**src/rtl/spi_master_param.sv**
```systemverilog
// Parametrised full-duplex SPI master: configurable word width, slave count and SCLK
// divider, all four CPOL/CPHA modes, MSB/LSB-first order, start/busy/done handshake.
module spi_master_param #(
  parameter int unsigned DATA_W = 8,
  parameter int unsigned N_CS   = 3,
  parameter int unsigned SEL_W  = 2,
  parameter int unsigned DIV    = 2
) (
  input  logic              clk,
  input  logic              rst,
  input  logic              start,
  input  logic              cpol,
  input  logic              cpha,
  input  logic              lsb_first,
  input  logic [SEL_W-1:0]  sel,
  input  logic [DATA_W-1:0] tx_data,
  input  logic              miso,
  output logic              sclk,
  output logic              mosi,
  output logic [N_CS-1:0]   cs_n,
  output logic [DATA_W-1:0] rx_data,
  output logic              busy,
  output logic              done
);
  localparam int unsigned   CW        = $clog2(DIV + 1);
  localparam int unsigned   EW        = $clog2(2 * DATA_W);
  localparam logic [CW-1:0] DIV_LAST  = CW'(DIV - 1);
  localparam logic [EW-1:0] EDGE_LAST = EW'(2 * DATA_W - 1);

  typedef enum logic [2:0] {
    S_IDLE,
    S_LEAD,
    S_XFER,
    S_TRAIL,
    S_DONE
  } state_e;

  state_e            state_q, state_d;
  logic [CW-1:0]     div_cnt_q, div_cnt_d;
  logic [EW-1:0]     edge_cnt_q, edge_cnt_d;
  logic              sclk_q, sclk_d;
  logic              mosi_q, mosi_d;
  logic              cpol_q, cpol_d;
  logic              cpha_q, cpha_d;
  logic              lsb_q, lsb_d;
  logic [SEL_W-1:0]  sel_q, sel_d;
  logic [DATA_W-1:0] tx_sh_q, tx_sh_d;
  logic [DATA_W-1:0] rx_sh_q, rx_sh_d;
  logic [DATA_W-1:0] rx_data_q, rx_data_d;
  logic              accept, tick, leading, sample, advance;
  logic [N_CS-1:0]   sel_onehot;

  always_comb begin
    state_d    = state_q;
    div_cnt_d  = div_cnt_q;
    edge_cnt_d = edge_cnt_q;
    sclk_d     = sclk_q;
    mosi_d     = mosi_q;
    cpol_d     = cpol_q;
    cpha_d     = cpha_q;
    lsb_d      = lsb_q;
    sel_d      = sel_q;
    tx_sh_d    = tx_sh_q;
    rx_sh_d    = rx_sh_q;
    rx_data_d  = rx_data_q;

    accept  = start && (state_q == S_IDLE || state_q == S_DONE) && (32'(sel) < N_CS);
    tick    = (div_cnt_q == DIV_LAST);
    // edge_cnt_q holds edges already produced, so an even count means the next edge leads
    leading = ~edge_cnt_q[0];
    sample  = leading ^ cpha_q;
    advance = cpha_q ? (leading && edge_cnt_q != '0) : (!leading && edge_cnt_q != EDGE_LAST);

    case (state_q)
      S_IDLE, S_DONE: begin
        state_d = S_IDLE;
        if (accept) begin
          state_d    = S_LEAD;
          div_cnt_d  = '0;
          edge_cnt_d = '0;
          cpol_d     = cpol;
          cpha_d     = cpha;
          lsb_d      = lsb_first;
          sel_d      = sel;
          sclk_d     = cpol;
          tx_sh_d    = tx_data;
          rx_sh_d    = '0;
          mosi_d     = lsb_first ? tx_data[0] : tx_data[DATA_W-1];
        end
      end
      S_LEAD: begin
        if (tick) begin
          div_cnt_d = '0;
          state_d   = S_XFER;
        end else begin
          div_cnt_d = div_cnt_q + CW'(1);
        end
      end
      S_XFER: begin
        if (tick) begin
          div_cnt_d  = '0;
          sclk_d     = ~sclk_q;
          edge_cnt_d = edge_cnt_q + EW'(1);
          if (sample) begin
            rx_sh_d = lsb_q ? {miso, rx_sh_q[DATA_W-1:1]} : {rx_sh_q[DATA_W-2:0], miso};
          end
          if (advance) begin
            tx_sh_d = lsb_q ? (tx_sh_q >> 1) : (tx_sh_q << 1);
            mosi_d  = lsb_q ? tx_sh_d[0] : tx_sh_d[DATA_W-1];
          end
          if (edge_cnt_q == EDGE_LAST) begin
            state_d = S_TRAIL;
          end
        end else begin
          div_cnt_d = div_cnt_q + CW'(1);
        end
      end
      S_TRAIL: begin
        if (tick) begin
          div_cnt_d = '0;
          state_d   = S_DONE;
          rx_data_d = rx_sh_q;
        end else begin
          div_cnt_d = div_cnt_q + CW'(1);
        end
      end
      default: state_d = S_IDLE;
    endcase
  end

  always_ff @(posedge clk or negedge rst) begin
    if (!rst) begin
      state_q    <= S_IDLE;
      div_cnt_q  <= '0;
      edge_cnt_q <= '0;
      sclk_q     <= 1'b0;
      mosi_q     <= 1'b0;
      cpol_q     <= 1'b0;
      cpha_q     <= 1'b0;
      lsb_q      <= 1'b0;
      sel_q      <= '0;
      tx_sh_q    <= '0;
      rx_sh_q    <= '0;
      rx_data_q  <= '0;
    end else begin
      state_q    <= state_d;
      div_cnt_q  <= div_cnt_d;
      edge_cnt_q <= edge_cnt_d;
      sclk_q     <= sclk_d;
      mosi_q     <= mosi_d;
      cpol_q     <= cpol_d;
      cpha_q     <= cpha_d;
      lsb_q      <= lsb_d;
      sel_q      <= sel_d;
      tx_sh_q    <= tx_sh_d;
      rx_sh_q    <= rx_sh_d;
      rx_data_q  <= rx_data_d;
    end
  end

  always_comb begin
    busy       = (state_q == S_LEAD) || (state_q == S_XFER) || (state_q == S_TRAIL);
    done       = (state_q == S_DONE);
    sel_onehot = N_CS'(1) << sel_q;
    cs_n       = busy ? ~sel_onehot : '1;
  end

  assign sclk    = sclk_q;
  assign mosi    = mosi_q;
  assign rx_data = rx_data_q;

endmodule

```
**config.mk**
```make
export PLATFORM = sky130hd
export DESIGN_NAME = spi_master_param
export DESIGN_NICKNAME = d
export VERILOG_FILES = /design/src/rtl/spi_master_param.sv
export SDC_FILE = /design/constraint.sdc
export NUM_CORES = 1
export LEC_CHECK = 0
export ABC_AREA = 0
export CAP_MARGIN = 25
export CORE_ASPECT_RATIO = 1.4
export CORE_UTILIZATION = 30
export DETAILED_ROUTE_END_ITERATION = 8
export SLEW_MARGIN = 5
export SYNTH_ARGS = -nofsm -noshare
export SYNTH_HDL_FRONTEND = slang
export SYNTH_SLANG_ARGS = --single-unit
```
**constraint.sdc**
```tcl
create_clock -name clk -period 1.8 [get_ports clk]
set_input_delay 0.27 -clock clk [delete_from_list [all_inputs] [get_ports clk]]
set_output_delay 0.27 -clock clk [all_outputs]
set_load 0.05 [all_outputs]
```
==> metrics.md, run 1 <==
| Metric | Value |
|---|---|
| Run status | complete, but fails checks |
| Failing checks | design-rule violations, negative setup slack |
| Clock latency on the worst-skew pair | 290 ps |
| Critical path destination | cs_n[0] |
| RR Startpoint | state_q[1]$_DFFE_PN0P_ |
| # IOs | 32 |
| Async set-or-reset flop fraction in the synthesized netlist | 1.00 |
| Avg Inst Size Synth | 11.3 um2 |
| Initial antenna violation count | 0 |
| Total wire length | 4220 um |
| Max-cap violations | 0 |
| Core area | 6340 um2 |
| Placer Congestion | 0.787 |
| Fillers | 626 |
| Pwr Total | 0.00427 W |
| Global-route wire length before repair | 7310 um |
| GRT Overall Usage | 0.134 |
| Peak VDD IR | 0.000571 V |
| ANT cells | 0 |
| Crit Path Max Fanout | 4 |
| IO buf count | 31 |
| Setup TNS | -72.7 ps |
| Clk buf depth | 2 |
| Clock skew | 8.23 ps |
| Vias per Instance | 4.84 |
| Area growth syn-to-layout | 31.2% |
| Total CTS buffers | 5 |
| Pwr per Cell Area | 1620 nW/um2 |
| Final hold vios | 0 |
| R2R depth | 4 |
| Post-synth EDFFs | 0 |
| Post-synthesis cell type count | 34 |
| Synth Area in Compound Gates | 0.0610 |
| CP max stage cell | dfrtp_1 |
| Setup crit start | state_q[0]$_DFFE_PN0P_ |
| CP required | 1530 ps |
| Htree depth | 2 |
| Max-slew headroom | 0.668 |
| Sequential share of the synthesized area | 0.485 |
| CTS clock-pin slew for the worst setup and hold paths | 80 ps |
| Worst-Margin Slew | 497 ps |
| Detailed-route DRC error count | 3 |
| Hold crit path type | in2async |
| R2r endpoint | rx_sh_q[0]$_DFFE_PN0P_ |
| Post-route ant nets | 0 |
| Synth Area in Simple Gates | 0.162 |
| CP arrival | 1570 ps |
| Mux cell area share after synthesis | 0.230 |
| Dpl hpwl | 2930 um |
| Synth warn | 0 |
| CP startpoint kind | register |
| Leak | 1.22 nW |
| Drt first pass iters | 6 |
| Worst setup EP type | output pin |
| GRT overflow | 0 |
| Initial Util | 0.317 |
| Layout cell share with drive strength beyond 1 | 0.321 |
| Xor/xnor share of the synthesized area | 0.0131 |
| RSZ-0062 raised after global routing | true |
| Die height | 98.9 um |
| Comb power frac | 0.542 |
| Clk Tree Root Cell | clkbuf_8 |
| Vias | 1,434 |
| Max stage delay on crit path | 360 ps |
| Tmin final | 1840 ps |
| Switch Pwr | 0.00175 W |
| Crit-path cells | buf_6 -> nor2_4 -> or2_4 -> or3_4 -> buf_8 |
| Seq pwr share | 0.320 |
| Fmax | 543 MHz |
| # nets final | 242 |
| Final setup fails | 7 |
| Cells after Synth | 178 |
| Vias in the first global route | 1,561 |
| Main combinational cell family by area after synthesis | multiplexers |
| Final worst-path cycle share | 1.02 |
| Clock Power Share | 0.138 |
| DR iter-0 viols | 92 |
| CTS tree | yes |
| Drt wl/cell | 14.2 um |
| Fin worst setup slack | -40.0 ps |
| Switching share of power | 0.410 |
| Synth Area in Adders | 0.0124 |
| Sink Count | 39 |
| Cell area after synthesis | 2010 um2 |
| Row count | 34 |
| Net Count, Synth | 197 |
| Yosys reg bits | 39 |
| Die area | 7040 um2 |
| Die width | 71.2 um |
| Largest net degree at the start of global routing | 26 |
| Slew Limit Fails | 0 |
| Internal power | 0.00252 W |
| Ys flop type | dfrtp_1 |
| FF-to-FF setup slack | -10 ps |
| WS Path Type | reg2out |
[logic make-up (layout without fill, tap and decap cells)]
family                   after synthesis  in the layout
AND/OR/NAND/NOR                       66             66
multiplexers                          40             40
flip-flops                            39             39
AO/OA/AOI/OAI                         17             17
buffers and inverters                 11             57
XOR/XNOR                               3              3
adder cells (fa/ha/maj)                2              2
[stage by stage]
step | cell area [um2] | std cells | utilization | hold slack, ps | worst slack [ps]
after detailed placement | 2470 | 284 | 0.389 | 222 | -18.9
final | 2640 | 296 | 0.416 | 431 | -40.0
after CTS | 2590 | 294 | 0.408 | 434 | -64.6
after global placement | 2470 | 284 | 0.389 | 221 | 1.49
after global routing | 2640 | 296 | 0.416 | 480 | -95.1
after floorplan | 2010 | 178 | - | -25.6 | 54.7
[worst min-delay path by stage]
| stage | from | to | slack (ps) | cells after the start |
|---|---|---|---|---|
| after detailed placement | rst | sel_q[0]$_DFFE_PN0P_ | 220 | 1 |
| after global routing | rst | tx_sh_q[1]$_DFFE_PN0P_ | 480 | 2 |
| after global placement | rst | sel_q[1]$_DFFE_PN0P_ | 220 | 1 |
| after floorplan | rst | cpha_q$_DFFE_PN0P_ | -30 | 0 |
| after CTS | rst | tx_sh_q[1]$_DFFE_PN0P_ | 430 | 2 |
| final | rst | tx_sh_q[1]$_DFFE_PN0P_ | 430 | 2 |
[repair_timing]
action                                  in CTS  in global routing
hold buffers                                 1                  0
endpoints found under the setup margin       4                 23
buffers inserted                             1                  2
resized for setup                            4                 10
endpoints found under the hold margin       15                  0
pin swaps                                    1                  2
[flip-flops by register name, indices dropped and copies added, names as in the netlist]
name	flops
div_cnt_q	2
state_q	3
tx_sh_q	8
rx_sh_q	8
rx_data	8
lsb_q	1
sclk	1
sel_q	2
mosi	1
edge_cnt_q	4
cpha_q	1
[metal layers]
metal / track usage / share of wire
met4: 0.0523 / 0.017
met1: 0.163 / 0.43
met2: 0.227 / 0.52
met3: 0.0297 / 0.031
met5: 0 / 0
[worst max-delay path: cells and delay by family (launching register included)]
family | cells | cell delay [ps]
AND/OR/NAND/NOR | 3 | 650
buffers and inverters | 2 | 280
flip-flops | 1 | 360
[power by group through the flow]
stage | registers [W] | logic (W) | clock network [W]
after floorplan | 0.00150 | 0.00139 | 0
after CTS | 0.00136 | 0.00224 | 0.000621
after detailed placement | 0.00137 | 0.00217 | 0
after global placement | 0.00136 | 0.00215 | 0
final | 0.00137 | 0.00232 | 0.000590
after global routing | 0.00141 | 0.00252 | 0.000651
[cells in the final DEF (no fill, tap or decap), types with 2 or more instances in the layout]
cell             Yosys  routed
nor3_1               3       2
mux2_4               8       8
dfrtp_1             39      37
clkdlybuf4s50_1      0      19
buf_12               1       5
a211oi_1             2       2
nand3_1              4       4
nand2b_1             4       4
o21ai_0              9       9
clkbuf_8             0       5
clkinvlp_4           0       3
dfrtp_2              0       2
nor3b_1              3       2
xor2_1               2       2
mux2_2              18      18
inv_1                3       2
ha_1                 2       2
nor2_1              14      13
buf_4                0      16
nand3b_1             2       2
mux2i_1             14      14
nand2_1             26      26
and3_1               3       3
buf_6                1       3
[area by class of cell]
class | instances | area, um2 | share of cell area
inverter | 3 | 15.0 | 0.00569
sequential | 39 | 978 | 0.371
multi-input combinational | 128 | 991 | 0.376
tap | 72 | 90.1 | 0.0342
clock buffer | 5 | 68.8 | 0.0261
clock inverter | 3 | 20.0 | 0.00759
timing repair buffer | 46 | 474 | 0.180
[cells in the mapped netlist (3+ instances only)]
cell type | n | area [um2]
o21ai_0 | 9 | 45.0
nand2_1 | 26 | 97.6
inv_1 | 3 | 11.3
nand2b_1 | 4 | 25.0
mux2_4 | 8 | 120
buf_2 | 5 | 25.0
nand3_1 | 4 | 20.0
nor2_1 | 14 | 52.6
dfrtp_1 | 39 | 976
nor3b_1 | 3 | 22.5
mux2_2 | 18 | 203
nor3_1 | 3 | 15.0
mux2i_1 | 14 | 140
and3_1 | 3 | 18.8
Power figures use the tool's default switching activity.
==> run 2, diff against run 1 <==
Settings changed: CORE_MARGIN from default to 2.
==> metrics.md, run 2 (same netlist as run 1, synthesis figures left out) <==
| Metric | Value |
|---|---|
| Run status | complete, but fails checks |
| Failing checks | negative setup slack |
| GRT Overall Usage | 0.124 (-0.00991) |
| Max-cap violations | 0 (unchanged) |
| Global-route wire length before repair | 7200 um (-1.5%) |
| Comb power frac | 0.498 (-0.044) |
| IO buf count | 31 (unchanged) |
| CP top delay family | simple AND/OR/NAND/NOR gates |
| Leak | 1.22 nW (+0.48%) |
| Layout cell share with drive strength beyond 1 | 0.292 (-0.0292) |
| Final setup fails | 1 (-6) |
| Row count | 35 (+2.9%) |
| # nets final | 237 (-2.1%) |
| GRT overflow | 0 (unchanged) |
| Drt first pass iters | 4 (-2) |
| Die width | 73.2 um (+2.8%) |
| CTS Hold Bufs | 0 (-1) |
| Switching share of power | 0.382 (-0.0273) |
| Die area | 7380 um2 (+4.9%) |
| Most frequent cells in the layout | dfrtp_1, nand2_1, mux2_2, clkdlybuf4s50_1, mux2i_1 |
| Crit Path Max Fanout | 6 (+2) |
| Crit-path cells | buf_6 -> or2_4 -> or3_4 -> buf_6 |
| Initial Util | 0.308 (-0.00906) |
| Internal power | 0.00273 W (+8.3%) |
| Detailed-route DRC error count | 0 (-3) |
| Area growth syn-to-layout | 30.8% |
| Dpl ws | -43.1 ps (-24.2 ps) |
| Total CTS buffers | 5 (unchanged) |
| Placed insts | 284 (unchanged) |
| CP required | 1530 ps (about the same) |
| Clk buf depth | 2 (unchanged) |
| CTS clock-pin slew for the worst setup and hold paths | 80 ps (about the same) |
| Commonest non-fill, non-tap cell in the layout | dfrtp_1 |
| Clk Tree Root Cell | clkbuf_8 |
| CP Buf/Inv Count | 2 (unchanged) |
| Drt wl/cell | 13.6 um (-4.6%) |
| Tmin final | 1840 ps (-0.940 ps) |
| CP arrival | 1570 ps (about the same) |
| Vias | 1,399 (-2.4%) |
| RSZ-0062 raised after global routing | true |
| WS Path Type | reg2out |
| Clock skew | 11.7 ps (+3.43 ps) |
| Dpl hpwl | 2820 um (-3.6%) |
| Initial antenna violation count | 0 (unchanged) |
| Placement Cell Area | 2450 um2 (-0.51%) |
| Total wire length | 3980 um (-5.6%) |
| Fmax | 544 MHz (about the same) |
| Worst Hold Slack | 35.8 ps (-395 ps) |
| Pwr per Cell Area | 1680 nW/um2 (+3.8%) |
| Seq pwr share | 0.309 (-0.011) |
| Post-route ant nets | 0 (unchanged) |
| Sink Count | 39 (unchanged) |
| CP startpoint kind | register |
| Placer Congestion | 0.749 (-4.8%) |
| Final Cell Area | 2630 um2 (-0.28%) |
| # IOs | 32 (unchanged) |
| Die height | 101 um (+2.0%) |
| Worst-Margin Slew | 501 ps (+4.38 ps) |
| Pwr Total | 0.00442 W (+3.5%) |
| Worst setup EP type | output pin |
| Hold crit path type | in2async |
| Fin worst setup slack | -39.1 ps (+0.940 ps) |
| Switch Pwr | 0.00169 W (-3.4%) |
| Max-slew headroom | 0.665 (-0.00293) |
| Clock Power Share | 0.193 (+0.055) |
| Fillers | 629 (+0.48%) |
| ANT cells | 0 (unchanged) |
| Largest net degree at the start of global routing | 40 (+54%) |
| Slew Limit Fails | 0 (unchanged) |
| Most used cell, CP | buf_6 |
| Non-filler cells, final | 293 (-1.0%) |
| Max stage delay on crit path | 390 ps (+30 ps) |
| Clock latency on the worst-skew pair | 290 ps (about the same) |
| Vias per Instance | 4.77 (-1.4%) |
| DR iter-0 viols | 60 (-35%) |
| Vias in the first global route | 1,496 (-4.2%) |
| Final worst-path cycle share | 1.02 (about the same) |
| Peak VDD IR | 0.000515 V (-9.8%) |
| CTS tree | yes |
| CP max stage cell | dfrtp_1 |
| Htree depth | 2 (unchanged) |
| Final hold vios | 0 (unchanged) |
| Core area | 6530 um2 (+2.9%) |
[run 2: stage by stage]
stage          TNS, ps  utilization
4_1_cts          -57.8        0.401
2_1_floorplan        0            -
5_1_grt           -355        0.403
3_3_place_gp     -46.0        0.376
3_5_place_dp      -377        0.376
6_report         -39.1        0.403
[run 2: repair_timing]
action / CTS / global route
gates resized for setup: 6 / 4
setup endpoints to repair: 3 / 21
pin swaps: 1 / 0
setup buffers: 1 / 0
[run 2: final timing paths]
kind	slack (ps)	endpoint	depth (start not counted)	start
worst min-delay path	40	edge_cnt_q[2]$_DFFE_PN0P_	2	rst
min in group clk	500	sclk$_DFFE_PN0P_	1	sclk$_DFFE_PN0P_
worst max register to register	30	rx_sh_q[0]$_DFFE_PN0P_	4	state_q[1]$_DFFE_PN0P_
max in group asynchronous	1400	state_q[1]$_DFFE_PN0P_	2	rst
worst min register to register	500	sclk$_DFFE_PN0P_	1	sclk$_DFFE_PN0P_
worst max-delay path	-40	cs_n[0]	4	state_q[2]$_DFFE_PN0P_
[run 2: power by group through the flow]
stage	registers, W	clock network [W]	logic, W
5_1_grt	0.00142	0.000920	0.00240
6_report	0.00137	0.000854	0.00220
3_3_place_gp	0.00137	0	0.00211
2_1_floorplan	0.00150	0	0.00139
3_5_place_dp	0.00137	0	0.00215
4_1_cts	0.00137	0.000879	0.00222
[run 2: layout make-up]
cell class                      count  area, um2  area share
Multi-Input combinational cell    128        983       0.374
Sequential cell                    39        977       0.372
Timing Repair Buffer               41        429       0.163
Tap cell                           74       92.6      0.0352
Clock buffer                        6       72.6      0.0276
Clock inverter                      2       60.1      0.0228
Inverter                            3       15.0     0.00571
[run 2: metal layers]
layer,vias to the layer above,track usage,wire (um)
met4,0,0.0427,62
li1,691,-,-
met5,-,0,0
met2,21,0.200,2050
met1,683,0.162,1760
met3,4,0.0280,110
==> run 3, diff against run 2 <==
Settings changed: PLACE_DENSITY from default to 0.56.
Clock period 1.8 ns to 1.5 ns, I/O delays scaled along.
==> metrics.md, run 3 (same netlist as run 1, synthesis figures left out) <==
| Metric | Value |
|---|---|
| Tmin final | 1850 ps |
| Slew Limit Fails | 0 (unchanged) |
| RR Startpoint | state_q[1]$_DFFE_PN0P_ |
| Fmax | 540 MHz |
| # nets final | 267 (+13%) |
| CP startpoint kind | register |
| # IOs | 32 (unchanged) |
| Drt wl/cell | 14.2 um (+4.8%) |
| Largest net degree at the start of global routing | 40 (unchanged) |
| Die width | 73.2 um (unchanged) |
| Total wire length | 4600 um (+16%) |
| Max-slew headroom | 0.659 (-0.00547) |
| Vias | 1,531 (+9.4%) |
| Critical path destination | cs_n[0] |
| Pwr per Cell Area | 1960 nW/um2 (+17%) |
| Htree depth | 2 (unchanged) |
| Core area | 6530 um2 (unchanged) |
| Fillers | 618 (-1.7%) |
| CP Buf/Inv Count | 3 (+1) |
| Final setup fails | 25 (+24) |
| Detailed-route DRC error count | 0 (unchanged) |
| Commonest non-fill, non-tap cell in the layout | buf_4 |
| Post-route ant nets | 0 (unchanged) |
| CP arrival | 1630 ps (+60 ps) |
| Peak VDD IR | 0.000901 V (+75%) |
| Area growth syn-to-layout | 47.1% |
| CP required | 1270 ps (-260 ps) |
| IO buf count | 31 (unchanged) |
| Vias in the first global route | 1,593 (+6.5%) |
| Clock latency on the worst-skew pair | 300 ps (about the same) |
| WS Path Type | reg2out |
| Most used cell, CP | buf_6 |
| Leak | 1.43 nW (+17%) |
| Hold depth | 3 |
| Dpl hpwl | 3150 um (+12%) |
| Total CTS buffers | 5 (unchanged) |
| Most frequent cells in the layout | buf_4, dfrtp_1, nand2_1, mux2_4, clkdlybuf4s50_1 |
| Drt first pass iters | 4 (unchanged) |
| Final hold vios | 0 (unchanged) |
| Layout cell share with drive strength beyond 1 | 0.418 (+0.125) |
| Placer Congestion | 0.766 (+2.2%) |
| CP top delay family | simple AND/OR/NAND/NOR gates |
| DR iter-0 viols | 93 (+55%) |
| Vias per Instance | 4.74 (-0.73%) |
| Crit Path Max Fanout | 2 (-4) |
| Setup TNS | -5170 ps (-5130 ps) |
| Failing checks | negative setup slack |
| FF-to-FF setup slack | -220 ps (-250 ps) |
| CTS tree | yes |
| RSZ-0062 raised after global routing | true |
| R2R depth | 4 (unchanged) |
| Clk buf depth | 2 (unchanged) |
| GRT Overall Usage | 0.137 (+0.0129) |
| CP max stage cell | dfrtp_1 |
| Initial Util | 0.308 (unchanged) |
| Dpl ws | -282 ps (-239 ps) |
| GRT overflow | 0 (unchanged) |
| Fin worst setup slack | -352 ps (-313 ps) |
| Final worst-path cycle share | 1.23 |
| Worst setup EP type | output pin |
| ANT cells | 0 (unchanged) |
| Run status | complete, but fails checks |
| Levels on crit path | 6 (+2) |
| Global-route wire length before repair | 7640 um (+6.1%) |
| Clk Tree Root Cell | clkbuf_8 |
| Initial antenna violation count | 0 (unchanged) |
| Max stage delay on crit path | 360 ps (-30 ps) |
| Hold crit path type | in2reg |
| Die area | 7380 um2 (unchanged) |
| Setup crit start | state_q[0]$_DFFE_PN0P_ |
| Crit-path cells | buf_6 -> nor2_4 -> buf_6 -> or2_4 -> or3_4 -> buf_8 |
| Max-cap violations | 0 (unchanged) |
| Clock skew | 4.40 ps (-7.25 ps) |
| Sink Count | 39 (unchanged) |
| CTS clock-pin slew for the worst setup and hold paths | 80 ps (about the same) |
| Row count | 35 (unchanged) |
| Worst-Margin Slew | 511 ps (+9.77 ps) |
| R2r endpoint | rx_sh_q[2]$_DFFE_PN0P_ |
| Die height | 101 um (unchanged) |
[run 3: how the worst min path moves through the flow]
stage / startpoint / endpoint / slack, ps
floorplan: rst / cpha_q$_DFFE_PN0P_ / -70
global placement: rst / rx_data[4]$_DFFE_PN0P_ / 320
detailed placement: rst / rx_data[4]$_DFFE_PN0P_ / 320
CTS: cpha / cpha_q$_DFFE_PN0P_ / 450
global route: cpha / cpha_q$_DFFE_PN0P_ / 470
finish: cpha / cpha_q$_DFFE_PN0P_ / 450
[run 3: area by class of cell]
cell class | count | area, um2 | share of cell area
Inverter | 3 | 15.0 | 0.00508
Sequential cell | 39 | 977 | 0.330
Clock buffer | 6 | 72.6 | 0.0245
Clock inverter | 2 | 12.5 | 0.00423
Timing Repair Buffer | 71 | 692 | 0.234
Tap cell | 74 | 92.6 | 0.0313
Multi-Input combinational cell | 128 | 1100 | 0.371
[run 3: worst min-delay path, cell delays in order]
cell and delay, ps:
clkdlybuf4s50_1 400, nand2_1 60, nand2_1 40
[run 3: routing by layer]
metal  share of wire  track usage
met5               0            0
met4           0.026       0.0641
met3           0.027       0.0320
met2            0.51        0.218
met1            0.44        0.173
[run 3: metrics by stage]
stage	utilization	hold slack, ps	area (um2)	instances	total power, W
4_1_cts	0.448	448	2920	321	0.00581
3_3_place_gp	0.413	316	2700	308	0.00474
3_5_place_dp	0.413	319	2700	308	0.00478
2_1_floorplan	-	-70.6	2060	178	0.00362
6_report	0.453	451	2960	323	0.00580
5_1_grt	0.453	475	2960	323	0.00618
[run 3: power breakdown]
| part | internal, W | switching (W) | total [W] |
|---|---|---|---|
| registers | 0.00138 | 0.000266 | 0.00165 |
| logic | 0.00183 | 0.00161 | 0.00344 |
| clock network | 0.000325 | 0.000390 | 0.000715 |
| total | 0.00353 | 0.00227 | 0.00580 |
[run 3: what timing repair did]
action                                  in CTS  in global routing
hold endpoints to repair                    35                  0
gates cloned                                 1                  0
endpoints found under the setup margin      35                 37
hold buffers                                 1                  0
gates resized for setup                     29                  5
pin swaps                                    6                  1
setup buffers                                3                  2
